`src/rtl/bin2bcd_seq.sv`:
```
// Sequential 27-bit binary to 8-digit packed BCD converter (double dabble, fixed 27-cycle latency).
// Define OVF_SATURATE_EN to show 9999_9999 instead of EEEE_EEEE on out-of-range input.
module bin2bcd_seq (
    input  logic        clk,
    input  logic        rst,
    input  logic        start,
    input  logic [26:0] bin,
    output logic [32:1] bcd,
    output logic        busy,
    output logic        done,
    output logic        ovf
);

    typedef enum logic [1:0] {
        IDLE  = 2'd0,
        SHIFT = 2'd1,
        DONE  = 2'd2
    } state_t;

    localparam logic [26:0] MAX_IN_RANGE = 27'd99_999_999;
    localparam logic [4:0]  LAST_CNT     = 5'd26;
`ifdef OVF_SATURATE_EN
    localparam logic [31:0] OVF_PATTERN  = 32'h9999_9999;
`else
    localparam logic [31:0] OVF_PATTERN  = 32'hEEEE_EEEE;
`endif

    state_t      state_q, state_d;
    logic [26:0] shreg_q, shreg_d;
    logic [31:0] scratch_q, scratch_d;
    logic [31:0] adj;
    logic [4:0]  cnt_q, cnt_d;
    logic        range_q, range_d;
    logic [32:1] bcd_q, bcd_d;
    logic        ovf_q, ovf_d;

    function automatic logic [31:0] add3(input logic [31:0] s);
        logic [31:0] r;
        r = s;
        for (int i = 0; i < 8; i++) begin
            if (r[4*i +: 4] >= 4'd5)
                r[4*i +: 4] = r[4*i +: 4] + 4'd3;
        end
        return r;
    endfunction

    // NOTE: sequential state uses non-blocking (<=) so every register samples pre-edge values.
    always_ff @(posedge clk or posedge rst) begin
        if (rst) state_q <= IDLE;
        else     state_q <= state_d;
    end

    // NOTE: every comb output gets a default first so no path leaves it unassigned (no latch).
    always_comb begin
        state_d = state_q;
        case (state_q)
            IDLE:    if (start) state_d = SHIFT;
            SHIFT:   if (cnt_q == LAST_CNT) state_d = DONE;
            DONE:    state_d = IDLE;
            default: state_d = IDLE;
        endcase
    end

    always_comb begin
        busy = (state_q == SHIFT) || (state_q == DONE);
        done = (state_q == DONE);
    end

    assign bcd = bcd_q;
    assign ovf = ovf_q;

    always_comb begin
        shreg_d   = shreg_q;
        scratch_d = scratch_q;
        cnt_d     = cnt_q;
        range_d   = range_q;
        bcd_d     = bcd_q;
        ovf_d     = ovf_q;
        adj       = add3(scratch_q);
        case (state_q)
            IDLE: begin
                if (start) begin
                    shreg_d   = bin;
                    scratch_d = 32'h0;
                    cnt_d     = 5'd0;
                    range_d   = (bin > MAX_IN_RANGE);
                end
            end
            SHIFT: begin
                scratch_d = {adj[30:0], shreg_q[26]};
                shreg_d   = {shreg_q[25:0], 1'b0};
                cnt_d     = cnt_q + 5'd1;
                // Outputs only move on the final shift, so the display never sees partial digits.
                if (cnt_q == LAST_CNT) begin
                    bcd_d = range_q ? OVF_PATTERN : scratch_d;
                    ovf_d = range_q;
                end
            end
            default: ;
        endcase
    end

    always_ff @(posedge clk or posedge rst) begin
        if (rst) begin
            shreg_q   <= 27'h0;
            scratch_q <= 32'h0;
            cnt_q     <= 5'd0;
            range_q   <= 1'b0;
            bcd_q     <= 32'h0;
            ovf_q     <= 1'b0;
        end else begin
            shreg_q   <= shreg_d;
            scratch_q <= scratch_d;
            cnt_q     <= cnt_d;
            range_q   <= range_d;
            bcd_q     <= bcd_d;
            ovf_q     <= ovf_d;
        end
    end

endmodule

```
`config.mk`:
```
export PLATFORM = sky130hd
export DESIGN_NAME = bin2bcd_seq
export DESIGN_NICKNAME = d
export VERILOG_FILES = /design/src/rtl/bin2bcd_seq.sv
export SDC_FILE = /design/constraint.sdc
export NUM_CORES = 1
export LEC_CHECK = 0
export ABC_CLOCK_PERIOD_IN_PS = 4300
export CAP_MARGIN = 40
export CORE_ASPECT_RATIO = 0.9
export CORE_MARGIN = 1.5
export CORE_UTILIZATION = 45
export CTS_CLUSTER_DIAMETER = 60
export DETAILED_ROUTE_END_ITERATION = 6
export MAX_ROUTING_LAYER = met4
export PLACE_DENSITY = 0.72
export SLEW_MARGIN = 20
export SYNTH_ARGS = -nofsm -noshare
export SYNTH_HDL_FRONTEND = slang
export SYNTH_SLANG_ARGS = --single-unit
```
`constraint.sdc`:
```
create_clock -name clk -period 4.3 [get_ports clk]
set_input_delay 1.075 -clock clk [delete_from_list [all_inputs] [get_ports clk]]
set_output_delay 1.075 -clock clk [all_outputs]
set_load 0.03 [all_outputs]
```
Word level (Yosys, flattened, before mapping). Index checks and enable logic that the tools add are counted.

Add/subtract/negate cells: 9. Multiply operators: 0. Divide/modulo/power cells: 0. $lt $le $gt $ge: 9. Eq/ne operators: 5. Shift-type cells: 0. Multiplexer cells: 18. Bitwise logic cells: 0. Reductions and logical operators: 7.

Operators by type and width (count): $mux 32 (2); $pmux 32 s2 (1); $pmux 27 s2 (1); $ge 4x3->1 const B (8); $add 4x2->4 const B (7); $mux 4 (7); $gt 27x27->1 const B (1); $mux 27 (1); $pmux 5 s2 (1); $reduce_and 2->1 (4); $add 5x1->5 const B (1); $eq 5x5->1 const B (1); $mux 5 (1); $mux 2 (2); $pmux 2 s2 (1); $add 3x2->3 const B (1); $mux 3 (1); $eq 2x1->1 const B (1); $eq 2x2->1 const B (1); $logic_not 2->1 (1); $ne 2x1->1 const B (1); $ne 2x2->1 const B (1); $reduce_bool 2->1 (1); $logic_or 1x1->1 (1).

Register bits: 100. Latch bits: 0. Memory bits (writable): 0. ROM bits: 0. Input port bits: 30. Output and inout bits: 35. Logic and storage cells: 55. Memories: 0.

Longest topological paths before layout. Gate-level depths: netlist (run 1).

Depth in word-level cells: 3. Gate-level depth with buffers: 8. Depth with buffers taken out: 6.

Worst setup path after synthesis (run 1). No wires, ideal clock.

Kind: input-to-reg. From: input start. To: register shreg_q[23]. Library setup time: 0.126 ns. Arrival: 1.812 ns. Required time: 4.174 ns. Setup slack: 2.362 ns. Cell stages on the path: 4. Buffers on the path: 1. Path through: and2b_1 > nor2_1 > buf_2 > a221o_1.

Cells in the longest elaborated chain, start to end: 2.

RTL lines: start, declared (RTL line 6) `input logic start,`; $ne 2x2->1 (no source line); $reduce_and 2->1 (no source line); end signal, assigned (RTL line 112) `shreg_q <= shreg_d;`; end, declared (RTL line 29) `logic [26:0] shreg_q, shreg_d;`.

Every way passes these cells. A chain may end at the register's enable or synchronous reset.

Final worst setup path (run 1).
From: register state_q[1]. To: output busy.

Cells in the longest elaborated chain, start to end: 2. Elaborated cells on any way between the ends: 3. Classes of those cells: eq/ne (2); reduce/logical (1).

RTL lines: start, declared (RTL line 28) `state_t state_q, state_d;`; start signal, assigned (RTL line 50) `else state_q <= state_d;`; $eq 2x1->1 or $eq 2x2->1 (tied branches) (RTL line 65) `busy = (state_q == SHIFT) || (state_q == DONE);`; $logic_or 1x1->1 (*) (RTL line 65); end, declared (RTL line 9) `output logic busy,`.

Every way passes the cells marked *; elsewhere a longest branch is shown, timed or not.

==> results.txt, run 1 <==
CTS tree: built
# setup viols final: 0
Worst-path clk slew: 60 ps
grt total ovfl: 0
dpl cells: 661
Vias: 3,731
H-Tree Depth: 3
Initial Util: 0.459
Avg WL per Cell: 15.7 um
via/cell ratio: 5.51
Max Cap Viol: 0
Final Non-Filler Cells: 677
Post-synth ARST share: 1.00
largest family of logic cells by synthesized area: compound AO/OA/AOI/OAI gates
Core Region: 10,700 um2
Total Routing Usage GR: 0.196
pre-CTS setup slack: 1390 ps
setup ws final: 1490 ps
Design Area, Final: 5960 um2
Min Hold Slack: 483 ps
post-synthesis cell count: 478
area of the multi-input gates: 2200 um2
CP max stage cell: clkdlybuf4s50_1
post-synth top area cell: dfrtp_1
Clock Path Buffers: 2
DR iter-0 viols: 192
post-DP HPWL: 7220 um
VDD IR max: 330 uV
first-pass GRT wire length: 17,200 um
utilization after layout: 0.556
slew at the pin closest to its max-slew limit: 784 ps
gp weighted congestion: 0.793
met1 usage: 0.257
die area: 11,600 um2
largest net degree at the start of global routing: 101
f_max: 356 MHz
XOR/XNOR share of the synthesized area: 0.0196
# rows: 36
most used flip-flop cell after synthesis: dfrtp_1
ANT cells: 0
status: finished clean
port buffer count: 64
synthesized flop and latch total: 100
GR Util met2: 0.319
area share of the largest cell type after synthesis: 0.509
antenna violations before repair: 0
nets: 590
top post-synthesis cells by area: dfrtp_1, ha_1, nor2_1
vias in the first global route: 3,542
PD cells: 606 nW/um2
Reg area: 2500 um2
Mean Syn Cell Area: 10.3 um2
synthesized cell area: 4920 um2
worst rel slew slack: 0.477
leakage power: 2.59 nW
DRC: 0
Top Usage Layer GRT: met2
placed cell area: 5660 um2
hold crit path type: register to register
Layout area overhead: 21.0%
clock sinks: 100
clock root cell: clkbuf_16
Seq/Total Area, Yosys: 0.509
kind of critical path: register to output pin
Bufs and invs on worst path: 2
remaining antenna violation count: 0
total power: 3.61 mW
synth unique cells: 46
Hold Vio Cnt, Final: 0
Max stage delay on crit path: 660 ps
1st-pass router iterations: 4
filler instances: 940
met3 Use GR: 0.0344
Synth Area in Simple Gates: 0.133
Ys Warns: 0
Top delay family on crit path: buffers and inverters
skew final: 8.62 ps
Slew Limit Fails: 0
insertion delay to the later sink of the worst-skew pair: 340 ps
Post-synth EDFFs: 0
syn_nets: 529
cts bufs inserted: 9
crit path max fanout: 3
Critical Path AT: 1740 ps
Adder-Cell Fraction of Synth Area: 0.0534
Die X: 113 um
unrepaired setup endpoints after global routing: no
Die Height: 102 um
Setup Buffers After CTS: 0
compound-gate portion of the synthesized area: 0.184
Final min period: 2810 ps
setup TNS: 0 ps
Startpoint Class: register
Post-CTS Hold Fix Bufs: 0
CP Cell Sequence: inv_1 -> ha_1 -> clkdlybuf4s50_1
Critical Path RT: 3220 ps
Final period util: 0.654
post-CTS sizing: 0
crit end category: output pin
mux contribution to synthesized area: 0.0572
DRT Wirelength: 10,600 um
fraction of layout cells with a size suffix above 1: 0.0901
IO Pins: 65
## synthesized netlist by cell type (2+ instances only)
| cell | instances |
|---|---|
| a2111oi_2 | 2 |
| a21o_1 | 6 |
| a21oi_1 | 42 |
| a21oi_2 | 10 |
| a22o_1 | 7 |
| a31oi_1 | 6 |
| a32o_1 | 8 |
| buf_2 | 13 |
| buf_4 | 3 |
| buf_6 | 4 |
| dfrtp_1 | 100 |
| ha_1 | 21 |
| inv_1 | 21 |
| mux2_2 | 9 |
| mux2i_1 | 18 |
| nand2_1 | 37 |
| nand2b_1 | 10 |
| nand3_1 | 2 |
| nand4_1 | 3 |
| nor2_1 | 68 |
| nor3b_1 | 9 |
| o21ai_0 | 15 |
| o21ai_1 | 10 |
| o22a_1 | 6 |
| o22ai_1 | 16 |
| o31ai_1 | 3 |
| xnor2_1 | 8 |
| xor2_1 | 3 |
## area by class of cell
type	instances	share of cell area
flip-flops and latches	100	0.420
multi-input cells	335	0.369
repair buffers	71	0.118
clock buffers	13	0.0420
well taps	133	0.0279
inverters	22	0.0143
clock inverters	3	0.00777
## worst reg2reg max path, stage by stage (launching register included)
cell     delay (ps)
dfrtp_1         410
inv_1            90
ha_1            140
buf_4           350
mux2_2          600
buf_4           420
o22ai_1         120
nor2_1          130
## cells in the final DEF, fill, tap and decap left out, drive strengths merged, types with 8 or more instances in the layout
master,count
o21ai,26
clkbuf,13
nor3b,9
xnor2,8
a21oi,52
nand2,37
o22ai,16
inv,22
nor2,70
dfrtp,100
a32o,8
nand2b,10
ha,21
mux2,9
clkdlybuf4s50,64
mux2i,18
## where the power goes
group | switching, mW | internal [mW]
logic | 0.801 | 0.562
clock network | 0.338 | 0.469
registers | 0.241 | 1.20
total | 1.38 | 2.23
## registers in the layout, indices dropped and copies added (netlist names)
register and flops:
bcd 32, cnt_q 5, range_q 1, scratch_q 32
ovf 1, shreg_q 27, state_q 2
## cells by family (layout without fill, tap and decap cells)
kind of cell	after synthesis	count (layout)
fa+ha+maj	21	21
xor+xnor	11	11
flops	100	100
buf+inv	43	109
simple gates	139	139
mux	27	27
compound gates	137	137
## path summary, 6_finish.rpt
check / start / end / slack [ps] / cells after the start
max in group asynchronous: rst / state_q[1]$_DFFE_PP0P_ / 2690 / 3
setup reg to reg: state_q[1]$_DFFE_PP0P_ / shreg_q[18]$_DFFE_PP0P_ / 1970 / 7
min in group asynchronous: rst / scratch_q[27]$_DFFE_PP0P_ / 1190 / 3
hold / removal: bcd[1]$_DFFE_PP0P_ / bcd[1]$_DFFE_PP0P_ / 480 / 2
hold reg to reg: bcd[1]$_DFFE_PP0P_ / bcd[1]$_DFFE_PP0P_ / 480 / 2
setup / recovery: state_q[1]$_DFFE_PP0P_ / busy / 1490 / 3
## routing by layer
metal	share of wire	wire [um]
met3	0.034	362
met5	0	0
met2	0.48	5150
met1	0.47	5020
met4	0.0090	96
(Power assumes the default switching activity.)
==> run 2: changes to the inputs <==
ABC_CLOCK_PERIOD_IN_PS = 2510   (was 4300)
PLACE_DENSITY = 0.75   (was 0.72)
clock period = 2.51 ns   (was 4.3 ns; I/O delays follow)
==> run 2 against run 1 <==
Against the previous run:
- sequential cell count stayed put
- die area unchanged
- total power increased by 77%
- register-to-register slack got worse by 1500 ps
- clock skew is 2.8 ps higher
- utilization is 0.82 points higher
- final area increased by 1.5%
- via count grew 2.6%
- clock power up 81%
- combinational power grew 83%
- critical endpoint unchanged
- largest power group is now combinational cells
==> results.txt, run 2 (same netlist as run 1, synthesis figures left out) <==
H-Tree Depth: 3
DR iter-0 viols: 236
clock share of power: 0.228
Final min period: 2360 ps
first-pass GRT wire length: 18,600 um
kind of critical path: register to output pin
Setup Buffers After CTS: 0
crit end category: output pin
status: finished clean
gp weighted congestion: 0.857
fraction of layout cells with a size suffix above 1: 0.104
CTS tree: built
Initial Util: 0.459
hold crit path type: register to register
combinational share of power: 0.389
Max stage delay on crit path: 660 ps
ANT cells: 0
VDD IR max: 789 uV
CP max stage cell: clkdlybuf4s50_1
remaining antenna violation count: 0
Max Cap Viol: 0
# setup viols final: 0
die area: 11,600 um2
worst rel slew slack: 0.687
Hold Vio Cnt, Final: 0
Avg WL per Cell: 16.5 um
via/cell ratio: 5.61
DRC: 0
# rows: 36
Slew Limit Fails: 0
Total Routing Usage GR: 0.211
DRT Wirelength: 11,200 um
Die X: 113 um
cts bufs inserted: 9
insertion delay to the later sink of the worst-skew pair: 340 ps
Switch Pwr: 2.44 mW
1st-pass router iterations: 4
Bufs and invs on worst path: 2
post-CTS sizing: 0
Startpoint Class: register
Clock Path Buffers: 2
vias in the first global route: 3,824
leakage power: 2.64 nW
PD cells: 1060 nW/um2
antenna violations before repair: 0
most frequent cells in the layout: dfrtp_1, nor2_1, clkdlybuf4s50_1, a21oi_1, nand2_1
filler instances: 928
Post-CTS Hold Fix Bufs: 0
f_max: 423 MHz
Reg area: 2500 um2
slew at the pin closest to its max-slew limit: 468 ps
nets: 596
Int Pwr: 3.96 mW
Die Height: 102 um
largest net degree at the start of global routing: 44
Layout area overhead: 22.8%
Worst-path clk slew: 70 ps
utilization after layout: 0.564
crit path max fanout: 3
IO Pins: 65
port buffer count: 64
most common cell after layout, fill and taps aside: dfrtp_1
post-DP HPWL: 7800 um
unrepaired setup endpoints after global routing: no
Net Sw Frac: 0.381
skew final: 11.4 ps
grt total ovfl: 0
area of the multi-input gates: 2200 um2
Top delay family on crit path: buffers and inverters
Core Region: 10,700 um2
Vias: 3,828
clock sinks: 100
CP Cell Sequence: inv_1 -> ha_1 -> clkdlybuf4s50_1
Final period util: 0.941
Min Hold Slack: 475 ps
Critical Path AT: 1730 ps
relative contribution of sequential cells to total power: 0.383
clock root cell: clkbuf_16
Critical Path RT: 1880 ps
setup TNS: 0 ps
==> run 2: final cells by class <==
class / count / area share
multi-input combinational: 335 / 0.364
inverter: 22 / 0.0143
sequential: 100 / 0.414
tap: 133 / 0.0275
clock inverter: 6 / 0.0145
clock buffer: 9 / 0.0373
timing repair buffer: 77 / 0.128
==> run 2: layer usage <==
layer | part of all wire | global-route usage
met5 | 0 | -
met2 | 0.50 | 0.336
met1 | 0.45 | 0.277
met3 | 0.043 | 0.0362
met4 | 0.0078 | 0.0721
==> run 2: worst paths after layout <==
kind                            depth (start not counted)  slack (ps)              startpoint                        to
max in group asynchronous                               3        1290                     rst  scratch_q[8]$_DFFE_PP0P_
worst min register to register                          2         470      bcd[1]$_DFFE_PP0P_        bcd[1]$_DFFE_PP0P_
worst max-delay path                                    3         150  state_q[1]$_DFFE_PP0P_                      busy
worst max register to register                          6         500  state_q[1]$_DFFE_PP0P_  scratch_q[3]$_DFFE_PP0P_
min in group asynchronous                               2         660                     rst       bcd[19]$_DFFE_PP0P_
worst min-delay path                                    2         470      bcd[1]$_DFFE_PP0P_        bcd[1]$_DFFE_PP0P_
==> run 2: worst min-delay path, stage by stage (launching register included) <==
cell and delay (ps):
dfrtp_1 350, nand2_1 50, nand2_1 50
==> run 2: power groups by stage <==
stage | combinational (mW) | clock, mW | sequential [mW]
after CTS | 2.49 | 1.49 | 2.44
after global placement | 2.34 | 0 | 2.42
final | 2.49 | 1.46 | 2.45
after global routing | 2.75 | 1.56 | 2.51
after floorplan | 1.92 | 0 | 2.35
after detailed placement | 2.46 | 0 | 2.46
==> run 2: per-stage QoR <==
step                area [um2]  power (mW)  instances  setup slack, ps
finish                    6040        6.40        682              149
detailed placement        5730        4.92        667              279
CTS                       6040        6.42        682              133
global route              6040        6.82        682             76.5
floorplan                 4920        4.27        478              693
global placement          5730        4.76        667              349
==> run 3: changes to the inputs <==
ABC_CLOCK_PERIOD_IN_PS = 2200   (was 2510)
PLACE_DENSITY = 0.72   (was 0.75)
clock period = 2.2 ns   (was 2.51 ns; I/O delays follow)
==> run 3 against run 2 <==
Against the previous run:
- via count decreased by 2.2%
- die area unchanged
- register-to-register slack got worse by 200 ps
- clock skew decreased by 3.3 ps
- worst hold slack improved by 15 ps
- global-route usage decreased by 0.52 points
- critical path depth unchanged
- critical endpoint unchanged
==> results.txt, run 3 (same netlist as run 1, synthesis figures left out) <==
Final period util: 0.908
unrepaired setup endpoints after global routing: no
Worst-path clk slew: 70 ps
kind of critical path: register to output pin
Layout area overhead: 22.6%
setup TNS: 0 ps
Die Height: 102 um
Total Routing Usage GR: 0.206
Top delay family on crit path: buffers and inverters
post-CTS sizing: 2
CP Cell Sequence: inv_1 -> ha_1 -> dlygate4sd2_1
DRC: 0
reg2reg path depth: 6
Hold Vio Cnt, Final: 0
most common cell after layout, fill and taps aside: dfrtp_1
Die X: 113 um
Critical Path Stages: 3
die area: 11,600 um2
Startpoint Class: register
via/cell ratio: 5.50
gp weighted congestion: 0.822
Core Region: 10,700 um2
largest net degree at the start of global routing: 51
crit path from: state_q[1]$_DFFE_PP0P_
Initial Util: 0.459
Vias: 3,743
first-pass GRT wire length: 18,200 um
nets: 596
clock sinks: 100
Max stage delay on crit path: 390 ps
flop2flop setup slack: 300 ps
status: finished clean
CTS tree: built
fraction of layout cells with a size suffix above 1: 0.100
VDD IR max: 826 uV
Critical Path AT: 1450 ps
Post-CTS Hold Fix Bufs: 0
f_max: 501 MHz
Critical Path RT: 1650 ps
IO Pins: 65
ANT cells: 0
crit path max fanout: 3
vias in the first global route: 3,745
antenna violations before repair: 0
Setup Buffers After CTS: 0
Max Cap Viol: 0
Clock Path Buffers: 2
remaining antenna violation count: 0
# setup viols final: 0
H-Tree Depth: 3
Crit Reg-Reg Startpoint: state_q[1]$_DFFE_PP0P_
hold crit path type: register to register
DR iter-0 viols: 155
slew at the pin closest to its max-slew limit: 424 ps
clock root cell: clkbuf_16
R2R Path End: bcd[4]$_DFFE_PP0P_
min-delay src: bcd[1]$_DFFE_PP0P_
# rows: 36
post-DP HPWL: 7580 um
crit end category: output pin
CP max stage cell: dlygate4sd2_1
PD cells: 1190 nW/um2
CP endpoint: busy
DRT Wirelength: 10,800 um
cts bufs inserted: 9
grt total ovfl: 0
port buffer count: 64
Final min period: 2000 ps
skew final: 8.13 ps
Min Hold Slack: 490 ps
most frequent cells in the layout: dfrtp_1, nor2_1, clkdlybuf4s50_1, a21oi_1, nand2_1
total power: 7.18 mW
insertion delay to the later sink of the worst-skew pair: 340 ps
worst rel slew slack: 0.717
Avg WL per Cell: 15.8 um
1st-pass router iterations: 4
Hold Crit Depth: 2
leakage power: 2.62 nW
Bufs and invs on worst path: 2
Slew Limit Fails: 0
## run 3: area by class of cell
| cell class | instances | area, um2 |
|---|---|---|
| inverters | 22 | 86.3 |
| flip-flops and latches | 100 | 2500 |
| repair buffers | 77 | 798 |
| clock buffers | 10 | 229 |
| well taps | 133 | 166 |
| fillers | 914 | 4690 |
| clock inverters | 4 | 52.6 |
| multi-input cells | 335 | 2200 |
## run 3: tightest hold or removal path: stages (launching register included)
cell and delay (ps):
dfrtp_1 340, nand2_1 60, nand2_1 50
## run 3: stage by stage
stage	area, um2	util	setup slack (ps)	cells
4_1_cts	6030	0.563	184	681
2_1_floorplan	4920	-	460	478
3_3_place_gp	5760	0.537	108	667
5_1_grt	6030	0.563	86.5	681
6_report	6030	0.563	203	681
3_5_place_dp	5760	0.537	64.4	667
## run 3: where the power goes
| group | switching (mW) | internal (mW) | total [mW] |
|---|---|---|---|
| sequential | 0.446 | 2.34 | 2.78 |
| clock | 0.671 | 0.870 | 1.54 |
| combinational | 1.62 | 1.23 | 2.85 |
| total | 2.74 | 4.44 | 7.18 |
## run 3: routing by layer
metal / global-route usage / share of wire / wire [um] / vias to the layer above
li1: - / - / - / 1812
met1: 0.263 / 0.45 / 4890 / 1842
met2: 0.334 / 0.50 / 5370 / 79
met3: 0.0474 / 0.037 / 394 / 10
met4: 0.0548 / 0.011 / 121 / 0
met5: - / 0 / 0 / -
## run 3: how the worst min path moves through the flow
stage	slack, ps	to
after floorplan	470	shreg_q[18]$_DFFE_PP0P_
after global placement	460	bcd[1]$_DFFE_PP0P_
after detailed placement	480	bcd[1]$_DFFE_PP0P_
after CTS	490	bcd[1]$_DFFE_PP0P_
after global routing	510	bcd[1]$_DFFE_PP0P_
final	490	bcd[1]$_DFFE_PP0P_
